<file path="src/rtl/inv_softplus_pkg.sv">
// Shared constants, default coefficient table and sign-magnitude arithmetic
// helpers for the inverse-softplus pipeline.
package inv_softplus_pkg;

  localparam int BITSIZE = 16;
  localparam int FRAC    = 11;
  localparam int NSEG    = 8;
  localparam int KW      = $clog2(NSEG);

  // cfg_addr regions: m0..m7, c0..c7, b1..b7; anything above B_LAST is ignored
  localparam logic [4:0] CFG_C_BASE = 5'd8;
  localparam logic [4:0] CFG_B_BASE = 5'd16;
  localparam logic [4:0] CFG_B_LAST = 5'd22;

  typedef struct packed {
    logic [BITSIZE-1:0] val;
    logic               sat;
  } sm_result_t;

  // Slopes, Q4.11 sign-magnitude
  localparam logic [BITSIZE-1:0] M_DEFAULT [NSEG] = '{
    16'h5CC3, 16'h307D, 16'h1A6F, 16'h0F96,
    16'h0A82, 16'h0882, 16'h0809, 16'h0800
  };

  // Intercepts, Q4.11 sign-magnitude (all non-positive)
  localparam logic [BITSIZE-1:0] C_DEFAULT [NSEG] = '{
    16'h9BBA, 16'h9631, 16'h90AD, 16'h8B41,
    16'h862D, 16'h822E, 16'h804B, 16'h0000
  };

  // Breakpoints b1..b7 as unsigned magnitudes
  localparam logic [BITSIZE-2:0] B_DEFAULT [NSEG-1] = '{
    15'h0100, 15'h0200, 15'h0400, 15'h0800,
    15'h1000, 15'h2000, 15'h4000
  };

  // Magnitude product, rounded half-up back to Q4.11 and clamped to full scale
  function automatic sm_result_t sm_mul(input logic [BITSIZE-1:0] a,
                                        input logic [BITSIZE-1:0] b);
    logic [2*BITSIZE-3:0] prod;
    logic [2*BITSIZE-2:0] rnd;
    logic [2*BITSIZE-2-FRAC:0] mag;
    sm_result_t r;
    prod  = (2*BITSIZE-2)'(a[BITSIZE-2:0]) * (2*BITSIZE-2)'(b[BITSIZE-2:0]);
    rnd   = {1'b0, prod} + (2*BITSIZE-1)'(1 << (FRAC-1));
    mag   = (2*BITSIZE-1-FRAC)'(rnd >> FRAC);
    r.sat = 1'b0;
    if (mag > (2*BITSIZE-1-FRAC)'({(BITSIZE-1){1'b1}})) begin
      r.val = {a[BITSIZE-1] ^ b[BITSIZE-1], {(BITSIZE-1){1'b1}}};
      r.sat = 1'b1;
    end else if (mag == '0) begin
      r.val = '0;
    end else begin
      r.val = {a[BITSIZE-1] ^ b[BITSIZE-1], mag[BITSIZE-2:0]};
    end
    return r;
  endfunction

  // Sign-magnitude add; like signs saturate, unlike signs take the larger sign
  function automatic sm_result_t sm_add(input logic [BITSIZE-1:0] a,
                                        input logic [BITSIZE-1:0] b);
    logic [BITSIZE-1:0] sum;
    logic [BITSIZE-2:0] mag;
    logic               sgn;
    sm_result_t r;
    r.sat = 1'b0;
    sum   = '0;
    if (a[BITSIZE-1] == b[BITSIZE-1]) begin
      sum = {1'b0, a[BITSIZE-2:0]} + {1'b0, b[BITSIZE-2:0]};
      sgn = a[BITSIZE-1];
      if (sum[BITSIZE-1]) begin
        mag   = '1;
        r.sat = 1'b1;
      end else begin
        mag = sum[BITSIZE-2:0];
      end
    end else if (a[BITSIZE-2:0] >= b[BITSIZE-2:0]) begin
      mag = a[BITSIZE-2:0] - b[BITSIZE-2:0];
      sgn = a[BITSIZE-1];
    end else begin
      mag = b[BITSIZE-2:0] - a[BITSIZE-2:0];
      sgn = b[BITSIZE-1];
    end
    r.val = (mag == '0) ? '0 : {sgn, mag};
    return r;
  endfunction

endpackage

</file>
<file path="src/rtl/inv_softplus_8slice_piped_seg_select.sv">
// Priority comparator: picks the first segment whose upper breakpoint is above y.
module inv_softplus_seg_select
  import inv_softplus_pkg::*;
(
  input  logic [BITSIZE-2:0] y,
  input  logic [BITSIZE-2:0] bp [NSEG-1],
  output logic [KW-1:0]      k
);

  // Scan from the top breakpoint down so the smallest matching segment wins
  always_comb begin
    k = KW'(NSEG-1);
    for (int i = NSEG-2; i >= 0; i--) begin
      if (y < bp[i]) k = KW'(i);
    end
  end

endmodule

</file>
<file path="src/rtl/inv_softplus_8slice_piped.sv">
// Three-stage piecewise-linear inverse softplus with a writable coefficient
// table and a single global advance enable for valid/ready flow control.
module inv_softplus_8slice_piped
  import inv_softplus_pkg::*;
(
  input  logic               clk,
  input  logic               reset,
  input  logic               in_valid,
  output logic               in_ready,
  input  logic [BITSIZE-1:0] data_in,
  output logic               out_valid,
  input  logic               out_ready,
  output logic [BITSIZE-1:0] data_out,
  output logic               out_sat,
  input  logic               cfg_we,
  input  logic [4:0]         cfg_addr,
  input  logic [BITSIZE-1:0] cfg_wdata
);

  logic [BITSIZE-1:0] m_tab [NSEG];
  logic [BITSIZE-1:0] c_tab [NSEG];
  logic [BITSIZE-2:0] b_tab [NSEG-1];

  logic               en;
  logic [KW-1:0]      seg;
  logic               in_bad;

  logic               s1_valid;
  logic [BITSIZE-1:0] s1_m;
  logic [BITSIZE-1:0] s1_c;
  logic [BITSIZE-1:0] s1_y;
  logic               s1_bad;

  logic               s2_valid;
  logic [BITSIZE-1:0] s2_prod;
  logic               s2_psat;
  logic [BITSIZE-1:0] s2_c;
  logic               s2_bad;

  sm_result_t         mul_res;
  sm_result_t         add_res;

  assign en       = !out_valid || out_ready;
  assign in_ready = en;

  // Negative inputs and both zeros have no inverse-softplus value
  assign in_bad = data_in[BITSIZE-1] || (data_in[BITSIZE-2:0] == '0);

  inv_softplus_seg_select u_seg_select (
    .y  (data_in[BITSIZE-2:0]),
    .bp (b_tab),
    .k  (seg)
  );

  assign mul_res = sm_mul(s1_m, s1_y);
  assign add_res = sm_add(s2_prod, s2_c);

  // Coefficient table: defaults on reset, otherwise one word per cfg_we strobe
  always_ff @(posedge clk) begin
    if (reset) begin
      for (int i = 0; i < NSEG; i++) begin
        m_tab[i] <= M_DEFAULT[i];
        c_tab[i] <= C_DEFAULT[i];
      end
      for (int i = 0; i < NSEG-1; i++) begin
        b_tab[i] <= B_DEFAULT[i];
      end
    end else if (cfg_we) begin
      if (cfg_addr < CFG_C_BASE) begin
        m_tab[cfg_addr[2:0]] <= cfg_wdata;
      end else if (cfg_addr < CFG_B_BASE) begin
        c_tab[cfg_addr[2:0]] <= cfg_wdata;
      end else if (cfg_addr <= CFG_B_LAST) begin
        b_tab[cfg_addr[2:0]] <= cfg_wdata[BITSIZE-2:0];
      end
    end
  end

  // S1: latch the selected coefficients, the operand and the domain flag
  always_ff @(posedge clk) begin
    if (reset) begin
      s1_valid <= 1'b0;
      s1_m     <= '0;
      s1_c     <= '0;
      s1_y     <= '0;
      s1_bad   <= 1'b0;
    end else if (en) begin
      s1_valid <= in_valid;
      if (in_valid) begin
        s1_m   <= m_tab[seg];
        s1_c   <= c_tab[seg];
        s1_y   <= data_in;
        s1_bad <= in_bad;
      end
    end
  end

  // S2: rounded and clamped slope product, intercept carried alongside
  always_ff @(posedge clk) begin
    if (reset) begin
      s2_valid <= 1'b0;
      s2_prod  <= '0;
      s2_psat  <= 1'b0;
      s2_c     <= '0;
      s2_bad   <= 1'b0;
    end else if (en) begin
      s2_valid <= s1_valid;
      if (s1_valid) begin
        s2_prod <= mul_res.val;
        s2_psat <= mul_res.sat;
        s2_c    <= s1_c;
        s2_bad  <= s1_bad;
      end
    end
  end

  // S3: output register; out-of-domain samples are forced to the most negative code
  always_ff @(posedge clk) begin
    if (reset) begin
      out_valid <= 1'b0;
      data_out  <= '0;
      out_sat   <= 1'b0;
    end else if (en) begin
      out_valid <= s2_valid;
      if (s2_valid) begin
        data_out <= s2_bad ? '1 : add_res.val;
        out_sat  <= s2_bad || s2_psat || add_res.sat;
      end
    end
  end

endmodule

</file>
<file path="config.mk">
export PLATFORM = sky130hd
export DESIGN_NAME = inv_softplus_8slice_piped
export DESIGN_NICKNAME = d
export VERILOG_FILES = /design/src/rtl/inv_softplus_pkg.sv /design/src/rtl/inv_softplus_8slice_piped_seg_select.sv /design/src/rtl/inv_softplus_8slice_piped.sv
export SDC_FILE = /design/constraint.sdc
export NUM_CORES = 1
export LEC_CHECK = 0
export CAP_MARGIN = 10
export CORE_MARGIN = 3
export CORE_UTILIZATION = 55
export CTS_CLUSTER_SIZE = 16
export DETAILED_ROUTE_END_ITERATION = 16
export PLACE_DENSITY = 0.72
export RECOVER_POWER = 25
export SETUP_SLACK_MARGIN = 0.15
export SYNTH_ARGS = -nofsm -noshare
export SYNTH_HDL_FRONTEND = slang
export SYNTH_SLANG_ARGS = --single-unit
</file>
<file path="constraint.sdc">
create_clock -name clk -period 16.6 [get_ports clk]
set_input_delay 4.15 -clock clk [delete_from_list [all_inputs] [get_ports clk]]
set_output_delay 4.15 -clock clk [all_outputs]
set_load 0.01 [all_outputs]
</file>
==> flow_summary_export.csv <==
group,metric,value,unit
floorplan,die_w,247,µm
timing,finalCriticalPeriod,9810,ps
synth,mappedNetlistNets,3875,
clock_tree,clk_path_buf_depth,3,
power,p_leak,13.6,nW
timing,drv_slew,110,
synth,yosysMostFrequentCell,"nand2_1",
synth,syn-cell-area,32000,µm²
critical_path,cp.required,12450,ps
synth,synth_top_area_share,24.0,%
synth,ys_types,84,
status,status,"finished, violations left",
timing,setup_violations,0,
critical_path,crit_chain,"dlygate4sd3_1 > nor2b_1 > clkinv_1 > clkdlybuf4s50_1",
critical_path,r2r_slack,8980,ps
drt,via_count,24900,
global_routing,grt_pass1_vias,25100,
synth,synthFlopType,"edfxtp_1",
place,pre_cts_ws,6930,ps
global_routing,overflow,0,
global_routing,grt_max_degree,94,
power,vdd_drop_max,0.0000879,V
clock_tree,postCtsSetupRepairBufs,0,
synth,async_flop_share,0,%
global_routing,grt.total_usage,28.7,%
critical_path,worst-path-max-fanout,7,
power,sequentialPowerShare,43.2,%
power,pwr-share-comb,21.1,%
floorplan,fp.dieH,247,µm
global_routing,grt_pass1_wl,138,mm
power,p_sw,0.927,mW
floorplan,num_rows,87,
clock_tree,cts_hold_buf,0,
timing,relSlewSlack,-48.1,%
synth,synthCells,3415,
place,dp_cells,4041,
status,violations,"capacitance limit, slew limit",
final_layout,drive_gt1_share,4.86,%
synth,synth_seq_cells,464,
timing,tightest_slew,2220,ps
final_layout,syn_to_final_growth,7.92,%
drt,drtIter0Drc,2083,
final_layout,fillers,4836,
clock_tree,clock_latency,580,ps
synth,yosysSeqAreaShare,37.0,%
timing,tns,0,ps
clock_tree,ctsRootBufferMaster,"clkbuf_16",
floorplan,initial_core_util,56.2,%
timing,hold_viol_final,0,
clock_tree,clkSinkCount,464,
drt,routed_wl,87.5,mm
global_routing,antenna_found_initial,1,
final_layout,final_cells,4129,
final_layout,n_antenna_cell,0,
final_layout,nets,3796,
clock_tree,h-tree-depth,2,
critical_path,cp-end-kind,"output port",
drt,wl_per_cell,21.2,µm
critical_path,cp_slowest_cell,"dlygate4sd3_1",
timing,layout_setup_ws,6790,ps
synth,avgSynthCellArea,9.38,µm²
final_layout,utilization,60.6,%
critical_path,crit_type,"in2out",
critical_path,crit_start,"out_ready",
clock_tree,cts_resized,0,
clock_tree,path_clk_slew,60,ps
final_layout,final_area,34600,µm²
synth,synth_edf_count,256,
drt,ant_nets,0,
power,switching_share,30.2,%
drt,viasPerCell,6.04,
timing,max_freq,0.102,GHz
clock_tree,cts_buffers,49,
synth,synth.top_cells.by_area,"edfxtp_1 24%, dfxtp_1 13%, fa_1 11%",
synth,synth_top_cell_by_area,"edfxtp_1",
power,power_density,88.8,nW/µm²
critical_path,slowest_delay,530,ps
place,hpwl,60.6,mm
timing,finClkSkew,22.4,ps
timing,rsz0062_at_grt,"false",
drt,drcViolationCount,0,
synth,ys_top_cells_by_count,"463 x nand2_1, 305 x inv_1, 282 x and2_1",
power,p_clk_share,35.8,%
place,io_buffers,60,
floorplan,core_area,57000,µm²
critical_path,cp-start-kind,"input port",
run,maxCapViolCount,2,
place,place_area,33000,µm²
floorplan,dieArea,61200,µm²
min_path,hold_path_class,"reg2reg",
critical_path,rr_startpoint,"s1_m[5]",
timing,finalCritPeriodShare,59.1,%
power,p_int,2.14,mW
synth,ys.warnings.count,0,
clock_tree,cts_tree,"yes",
place,place.gp.congestion,0.915,
critical_path,arrival,5660,ps
min_path,holdCritStartpoint,"b_tab[8]",
drt,firstDrtPassIters,5,
floorplan,ios,61,
## state kept, by name (all words and copies together) (netlist names), 16 cells and up
register and count:
s2_prod 16, m_tab 128, s1_c 16, b_tab 105, data_out 16, s1_y 16, s1_m 16, s2_c 16
c_tab 128
## layer usage
metal / vias up / wire length [µm] / track usage [%]
li1: 11600 / - / -
met5: - / 26 / 0
met3: 186 / 5940 / 3.93
met1: 12300 / 37100 / 38.7
met2: 854 / 41600 / 47.7
met4: 2 / 2770 / 9.89
## power by group through the flow
| stage | registers (mW) | logic [mW] | clock network, mW |
|---|---|---|---|
| 6_report | 1.33 | 0.647 | 1.10 |
| 5_1_grt | 1.33 | 0.714 | 1.15 |
| 4_1_cts | 1.32 | 0.640 | 1.11 |
| 3_5_place_dp | 1.35 | 0.636 | 0 |
| 3_3_place_gp | 1.35 | 0.619 | 0 |
| 2_1_floorplan | 1.31 | 0.464 | 0 |
## logic make-up after synthesis
kind of cell / share of synthesized area (%)
AND/OR/NAND/NOR: 18.8
AO/OA/AOI/OAI: 16.2
buffers and inverters: 6.42
flip-flops: 37.0
adder cells (fa/ha/maj): 20.4
XOR/XNOR: 0.711
multiplexers: 0.484
## worst paths after layout
kind / end / cells past startpoint
worst min register to register: b_tab[8] / 2
worst min-delay path: b_tab[8] / 2
worst max register to register: s2_prod[0] / 19
worst max-delay path: in_ready / 4
## placed cells by master (no fill, tap or decap), types with 41 or more instances in the layout
cell type        netlist  routed
inv_1                305     305
nand2_1              463     463
a211oi_1              41      41
and2_0                 0      41
fa_1                 172     172
and2_1               282     241
ha_1                 246     246
edfxtp_1             256     256
a31o_1                43      43
or3_1                137     137
a21oi_1              212     211
dfxtp_1              208     208
clkdlybuf4s50_1        0      57
clkbuf_16              0      49
o21ai_0               71      71
nor2_1               129     128
a21boi_0              85      85
## area by class of cell
cell class | count | area [µm²] | area share [%]
timing repair buffer | 98 | 868 | 2.51
multi-input combinational | 2416 | 18200 | 52.5
clock buffer | 65 | 1350 | 3.89
tap | 756 | 946 | 2.74
clock inverter | 23 | 241 | 0.699
sequential | 464 | 11900 | 34.3
inverter | 307 | 1150 | 3.33
## stage by stage
stage / hold WS [ps] / power (mW)
4_1_cts: 454 / 3.07
6_report: 454 / 3.07
2_1_floorplan: 420 / 1.77
3_3_place_gp: 438 / 1.96
3_5_place_dp: 447 / 1.98
5_1_grt: 467 / 3.20
## critical path: cells and delay by family
family,cells,cell delay [ps]
buffers and inverters,3,1280
and+or+nand+nor,1,230
Power figures use the tool's default switching activity.
